### src/rtl/effect_distortion_multi.sv
// Multi-mode distortion: hard clip, stepped quantiser, asymmetric clip.
// Three-stage pipeline with a slew-limited ceiling and a clip counter.
module effect_distortion_multi #(
  parameter int DATA_W    = 16,
  parameter int N_STEPS   = 12,
  parameter int RAMP_STEP = 256,
  parameter int CNT_W     = 16
) (
  input  logic                     i_clk,
  input  logic                     i_rst_n,
  input  logic                     i_valid,
  input  logic                     i_enable,
  input  logic [1:0]               i_mode,
  input  logic [2:0]               i_level,
  input  logic signed [DATA_W-1:0] i_data,
  input  logic                     i_clr_cnt,
  output logic signed [DATA_W-1:0] o_data,
  output logic                     o_valid,
  output logic                     o_clip,
  output logic [CNT_W-1:0]         o_clip_cnt
);

  typedef enum logic [1:0] {
    M_BYP  = 2'd0,
    M_HARD = 2'd1,
    M_STEP = 2'd2,
    M_ASYM = 2'd3
  } mode_e;

  typedef struct packed {
    logic              valid;
    logic              en;
    mode_e             mode;
    logic              neg;
    logic [DATA_W-1:0] mag;
    logic [DATA_W-1:0] cmax;
  } s1_t;

  typedef struct packed {
    logic              valid;
    logic              neg;
    logic [DATA_W-1:0] mag;
    logic              clip;
  } s2_t;

  localparam logic signed [DATA_W-1:0] MIN_NEG =
    {1'b1, {(DATA_W-1){1'b0}}};
  localparam logic signed [DATA_W-1:0] MIN_SAFE =
    {1'b1, {(DATA_W-2){1'b0}}, 1'b1};
  localparam logic [DATA_W-1:0] RST_MAX =
    DATA_W'(7) << (DATA_W-4);
  localparam logic [DATA_W-1:0] RSTEP = DATA_W'(RAMP_STEP);
  localparam logic [CNT_W-1:0]  CNT_MAX = '1;

  logic [DATA_W-1:0] cur_max_q, cur_max_d;
  s1_t               s1_q, s1_d;
  s2_t               s2_q, s2_d;
  logic signed [DATA_W-1:0] o_data_q, o_data_d;
  logic              o_valid_q, o_valid_d;
  logic              o_clip_q, o_clip_d;
  logic [CNT_W-1:0]  cnt_q, cnt_d;

  logic [2:0]        lvl;
  logic [DATA_W-1:0] tgt;
  logic signed [DATA_W-1:0] sat;
  logic [DATA_W-1:0] res;
  logic [DATA_W-1:0] stp;
  logic [DATA_W-1:0] thr;
  logic [DATA_W-1:0] lim;
  logic              hit;
  logic              byp;

  // Ceiling slews toward the level target, only on accepted samples.
  always_comb begin
    lvl       = (i_level == 3'd0) ? 3'd7 : i_level;
    tgt       = DATA_W'(lvl) << (DATA_W-4);
    cur_max_d = cur_max_q;
    if (i_valid) begin
      if (tgt > cur_max_q) begin
        cur_max_d = (tgt - cur_max_q > RSTEP)
                  ? cur_max_q + RSTEP : tgt;
      end else if (cur_max_q > tgt) begin
        cur_max_d = (cur_max_q - tgt > RSTEP)
                  ? cur_max_q - RSTEP : tgt;
      end
    end
  end

  always_comb begin
    sat        = (i_data == MIN_NEG) ? MIN_SAFE : i_data;
    s1_d       = '0;
    s1_d.valid = i_valid;
    s1_d.en    = i_enable;
    s1_d.mode  = mode_e'(i_mode);
    s1_d.neg   = sat[DATA_W-1];
    s1_d.mag   = sat[DATA_W-1] ? (~sat + 1'b1) : sat;
    s1_d.cmax  = cur_max_q;
  end

  // Stepped mode: first threshold from the top the sample reaches.
  always_comb begin
    res = s1_q.mag;
    stp = s1_q.cmax >> 4;
    thr = s1_q.cmax;
    hit = 1'b0;
    lim = s1_q.neg ? (s1_q.cmax >> 1) : s1_q.cmax;
    case (s1_q.mode)
      M_HARD: begin
        if (s1_q.mag > s1_q.cmax) res = s1_q.cmax;
      end
      M_STEP: begin
        for (int k = 0; k < N_STEPS; k++) begin
          if (!hit && s1_q.mag >= thr) begin
            res = thr;
            hit = 1'b1;
          end
          thr = thr - stp;
        end
      end
      M_ASYM: begin
        if (s1_q.mag > lim) res = lim;
      end
      default: res = s1_q.mag;
    endcase
    byp = !s1_q.en || (s1_q.mode == M_BYP);
    if (byp) res = s1_q.mag;
    s2_d       = '0;
    s2_d.valid = s1_q.valid;
    s2_d.neg   = s1_q.neg;
    s2_d.mag   = res;
    s2_d.clip  = s1_q.valid && !byp && (res != s1_q.mag);
  end

  always_comb begin
    o_data_d  = o_data_q;
    if (s2_q.valid) begin
      o_data_d = s2_q.neg ? (~s2_q.mag + 1'b1) : s2_q.mag;
    end
    o_valid_d = s2_q.valid;
    o_clip_d  = s2_q.valid && s2_q.clip;
    cnt_d     = cnt_q;
    if (i_clr_cnt) begin
      cnt_d = '0;
    end else if (o_clip_d && cnt_q != CNT_MAX) begin
      cnt_d = cnt_q + 1'b1;
    end
  end

  always_ff @(posedge i_clk) begin
    if (!i_rst_n) begin
      cur_max_q <= RST_MAX;
      s1_q      <= '0;
      s2_q      <= '0;
      o_data_q  <= '0;
      o_valid_q <= 1'b0;
      o_clip_q  <= 1'b0;
      cnt_q     <= '0;
    end else begin
      cur_max_q <= cur_max_d;
      s1_q      <= s1_d;
      s2_q      <= s2_d;
      o_data_q  <= o_data_d;
      o_valid_q <= o_valid_d;
      o_clip_q  <= o_clip_d;
      cnt_q     <= cnt_d;
    end
  end

  assign o_data     = o_data_q;
  assign o_valid    = o_valid_q;
  assign o_clip     = o_clip_q;
  assign o_clip_cnt = cnt_q;

endmodule

### config.mk
export PLATFORM = sky130hd
export DESIGN_NAME = effect_distortion_multi
export DESIGN_NICKNAME = d
export VERILOG_FILES = /design/src/rtl/effect_distortion_multi.sv
export SDC_FILE = /design/constraint.sdc
export NUM_CORES = 1
export LEC_CHECK = 0
export ABC_AREA = 1
export BUFFER_PORTS_ARGS = -buffer_cell sky130_fd_sc_hd__buf_2
export CAP_MARGIN = 20
export CORE_MARGIN = 2
export CORE_UTILIZATION = 50
export DETAILED_ROUTE_END_ITERATION = 6
export PLACE_DENSITY = 0.75
export RECOVER_POWER = 50
export SKIP_LAST_GASP = 1
export SLEW_MARGIN = 20
export SYNTH_ARGS = -nofsm -noshare
export SYNTH_HDL_FRONTEND = slang
export SYNTH_SLANG_ARGS = --single-unit
### constraint.sdc
create_clock -name i_clk -period 17.5 [get_ports i_clk]
set_input_delay 2.625 -clock i_clk [delete_from_list [all_inputs] [get_ports i_clk]]
set_output_delay 2.625 -clock i_clk [all_outputs]
set_load 0.03 [all_outputs]
==> results.sh <==
export IMPL_status="finished with violations"
export IMPL_violations="max-capacitance violations, max-slew violations"
export IMPL_slew_violations=45
export IMPL_timing_fmax_mhz=73.9
export IMPL_hold_slack_ps=469
export IMPL_h_tree_depth=3
export IMPL_slowest_stage="dfxtp_1"
export IMPL_tritoncts="built"
export IMPL_clockRootBuffer="clkbuf_16"
export IMPL_clock_path_buffers=2
export IMPL_final_common_cell="nand2_1"
export IMPL_stdcell_area_mm2=0.0161
export IMPL_antenna_left=0
export IMPL_drtIter0Drc=1342
export IMPL_worstSetupPathType="flop to flop"
export IMPL_ys_warn_count=0
export IMPL_start_kind="flop"
export IMPL_yosys_register_bits=90
export IMPL_syn_nets=2745
export IMPL_clock_latency_ps=360
export IMPL_max_cap_violations=1
export IMPL_synth_area_mm2=0.0151
export IMPL_drc=0
export IMPL_coreArea_mm2=0.0297
export IMPL_grt_antenna_before_repair=0
export IMPL_final_nets=2786
export IMPL_syn_inst=2476
export IMPL_portBuffers=59
export IMPL_drive_gt1_share_pct=7.30
export IMPL_grt_overflow=0
export IMPL_hpwl_um=36800
export IMPL_cts_hold_buf=0
export IMPL_worst_slew_pin_transition_ps=1850
export IMPL_grt_pass1_vias=15100
export IMPL_worstPathMaxFanout=22
export IMPL_avgSynthCellArea_um2=6.11
export IMPL_clk_pin_slew_ps=70
export IMPL_vias=16300
export IMPL_wl_per_cell_um=16.3
export IMPL_io_pins=60
export IMPL_synth_area_leaders="ha_1 20%, nand2_1 15%, dfxtp_1 12%"
export IMPL_yosysTopAreaCellShare_pct=19.5
export IMPL_crit_family="simple AND/OR/NAND/NOR gates"
export IMPL_cts_sinks=90
export IMPL_drt_wl_total_um=47500
export IMPL_skew_ps=14.7
export IMPL_finalSetupTns_ps=0
export IMPL_ys_types=60
export IMPL_die_y_um=178
export IMPL_synth_seq_area_share_pct=11.9
export IMPL_finalSetupViolCount=0
export IMPL_syn_to_final_growth_pct=6.41
export IMPL_gp_congestion=0.935
export IMPL_hold_viol=0
export IMPL_yosys_area_top_type="ha_1"
export IMPL_vias_per_cell=5.61
export IMPL_final_cell_mix="619 x nand2_1, 385 x inv_1, 236 x ha_1"
export IMPL_dieArea_mm2=0.0316
export IMPL_required_ps=17750
export IMPL_timing_critical_path_buf_inv=13
export IMPL_place_area_mm2=0.0158
export IMPL_num_rows=63
export IMPL_arrival_ps=13780
export IMPL_crit_top_cell="nand2_1"
export IMPL_track_usage_pct=29.8
export IMPL_cpPeakStageDelay_ps=870
export IMPL_post_route_min_period_ps=13530
export IMPL_synth_edf_count=0
export IMPL_hold_path_class="flop to flop"
export IMPL_fillers=2990
export IMPL_post_route_period_util_pct=77.3
export IMPL_diodes=0
export IMPL_numCtsBuffers=9
export IMPL_slew_headroom_pct=-23.5
export IMPL_post_cts_buffers=0
export IMPL_start_util_pct=50.9
export IMPL_rsz0062_at_grt="no"
export IMPL_end_kind="flop"
export IMPL_grt_max_degree=45
export IMPL_grt_pass1_wl_um=75800
export IMPL_firstDrtPassIters=6
export IMPL_cts_resized=0
export IMPL_async_reset_ff_share_pct=0
export IMPL_dieWidth_um=178
export IMPL_synth_ff_type="dfxtp_1"
-- tightest hold or removal path: cells and delay by family (launching register included) --
| kind | cells | cell delay [ps] |
|---|---|---|
| simple gates | 2 | 100 |
| flops | 1 | 330 |
-- registers in the layout (all words and copies together) (netlist names) --
register	count
o_valid_d	1
s1_q	29
o_clip	1
o_valid	1
o_clip_cnt	16
cur_max_q	8
s2_q	18
o_data	16
-- cell type report --
cell class                      count  area [um^2]  area share, %
Clock inverter                      7         70.1          0.436
Inverter                          398         1490           9.29
Clock buffer                        9          225           1.40
Timing Repair Buffer               75          377           2.34
Tap cell                          390          488           3.03
Multi-Input combinational cell   1943        11600           72.3
Sequential cell                    90         1800           11.2
-- final timing paths --
check                                   startpoint                 end  slack (ps)  cells past startpoint
worst max register to register  s1_q[8]$_SDFF_PN0_  s2_q[0]$_SDFF_PN0_        3970                     75
worst max-delay path            s1_q[8]$_SDFF_PN0_  s2_q[0]$_SDFF_PN0_        3970                     75
worst min-delay path            s2_q[0]$_SDFF_PN0_   o_clip$_SDFF_PN0_         470                      2
worst min register to register  s2_q[0]$_SDFF_PN0_   o_clip$_SDFF_PN0_         470                      2
-- Yosys cell counts (7+ instances only) --
master / n
nor2_1: 152
xor2_1: 54
nor2_2: 8
or2_2: 23
dfxtp_1: 90
nor3_1: 48
ha_1: 236
nand2_1: 619
o221ai_1: 8
nand2_4: 12
nand2_2: 39
nand3_2: 17
a21o_1: 14
a21oi_1: 165
clkbuf_1: 32
nor4_1: 7
fa_1: 7
nand4_1: 50
a31oi_1: 8
inv_2: 11
buf_2: 8
xnor2_1: 12
inv_1: 385
o21ai_0: 140
o211ai_1: 12
o21a_1: 18
nand3b_1: 7
a211oi_1: 12
nand3_1: 212
-- through the flow --
step,utilization [%],std cells,setup WS (ps)
floorplan,-,2476,5980
global placement,53.3,2896,4530
detailed placement,53.3,2896,4270
CTS,54.3,2912,4180
global route,54.1,2912,2820
finish,54.1,2912,3970
-- cells by family (layout without fill, tap and decap cells) --
kind of cell / Yosys count / in the layout / synth area share [%]
AND/OR/NAND/NOR: 1223 / 1223 / 37.2
flip-flops: 90 / 90 / 11.9
XOR/XNOR: 66 / 66 / 3.82
AO/OA/AOI/OAI: 410 / 410 / 15.4
other: 1 / 1 / 0.0248
buffers and inverters: 443 / 489 / 11.1
adder cells (fa/ha/maj): 243 / 243 / 20.5
-- per-layer routing --
| metal | track usage (%) | part of all wire [%] | vias to the layer above |
|---|---|---|---|
| li1 | - | - | 8258 |
| met1 | 39.2 | 44 | 7384 |
| met2 | 49.7 | 45 | 598 |
| met3 | 4.71 | 7.2 | 106 |
| met4 | 9.53 | 3.4 | 0 |
| met5 | 0 | 0 | - |
Power is not shown: default switching activity piles up to over one toggle a cycle in this logic, so the estimate is an artifact.
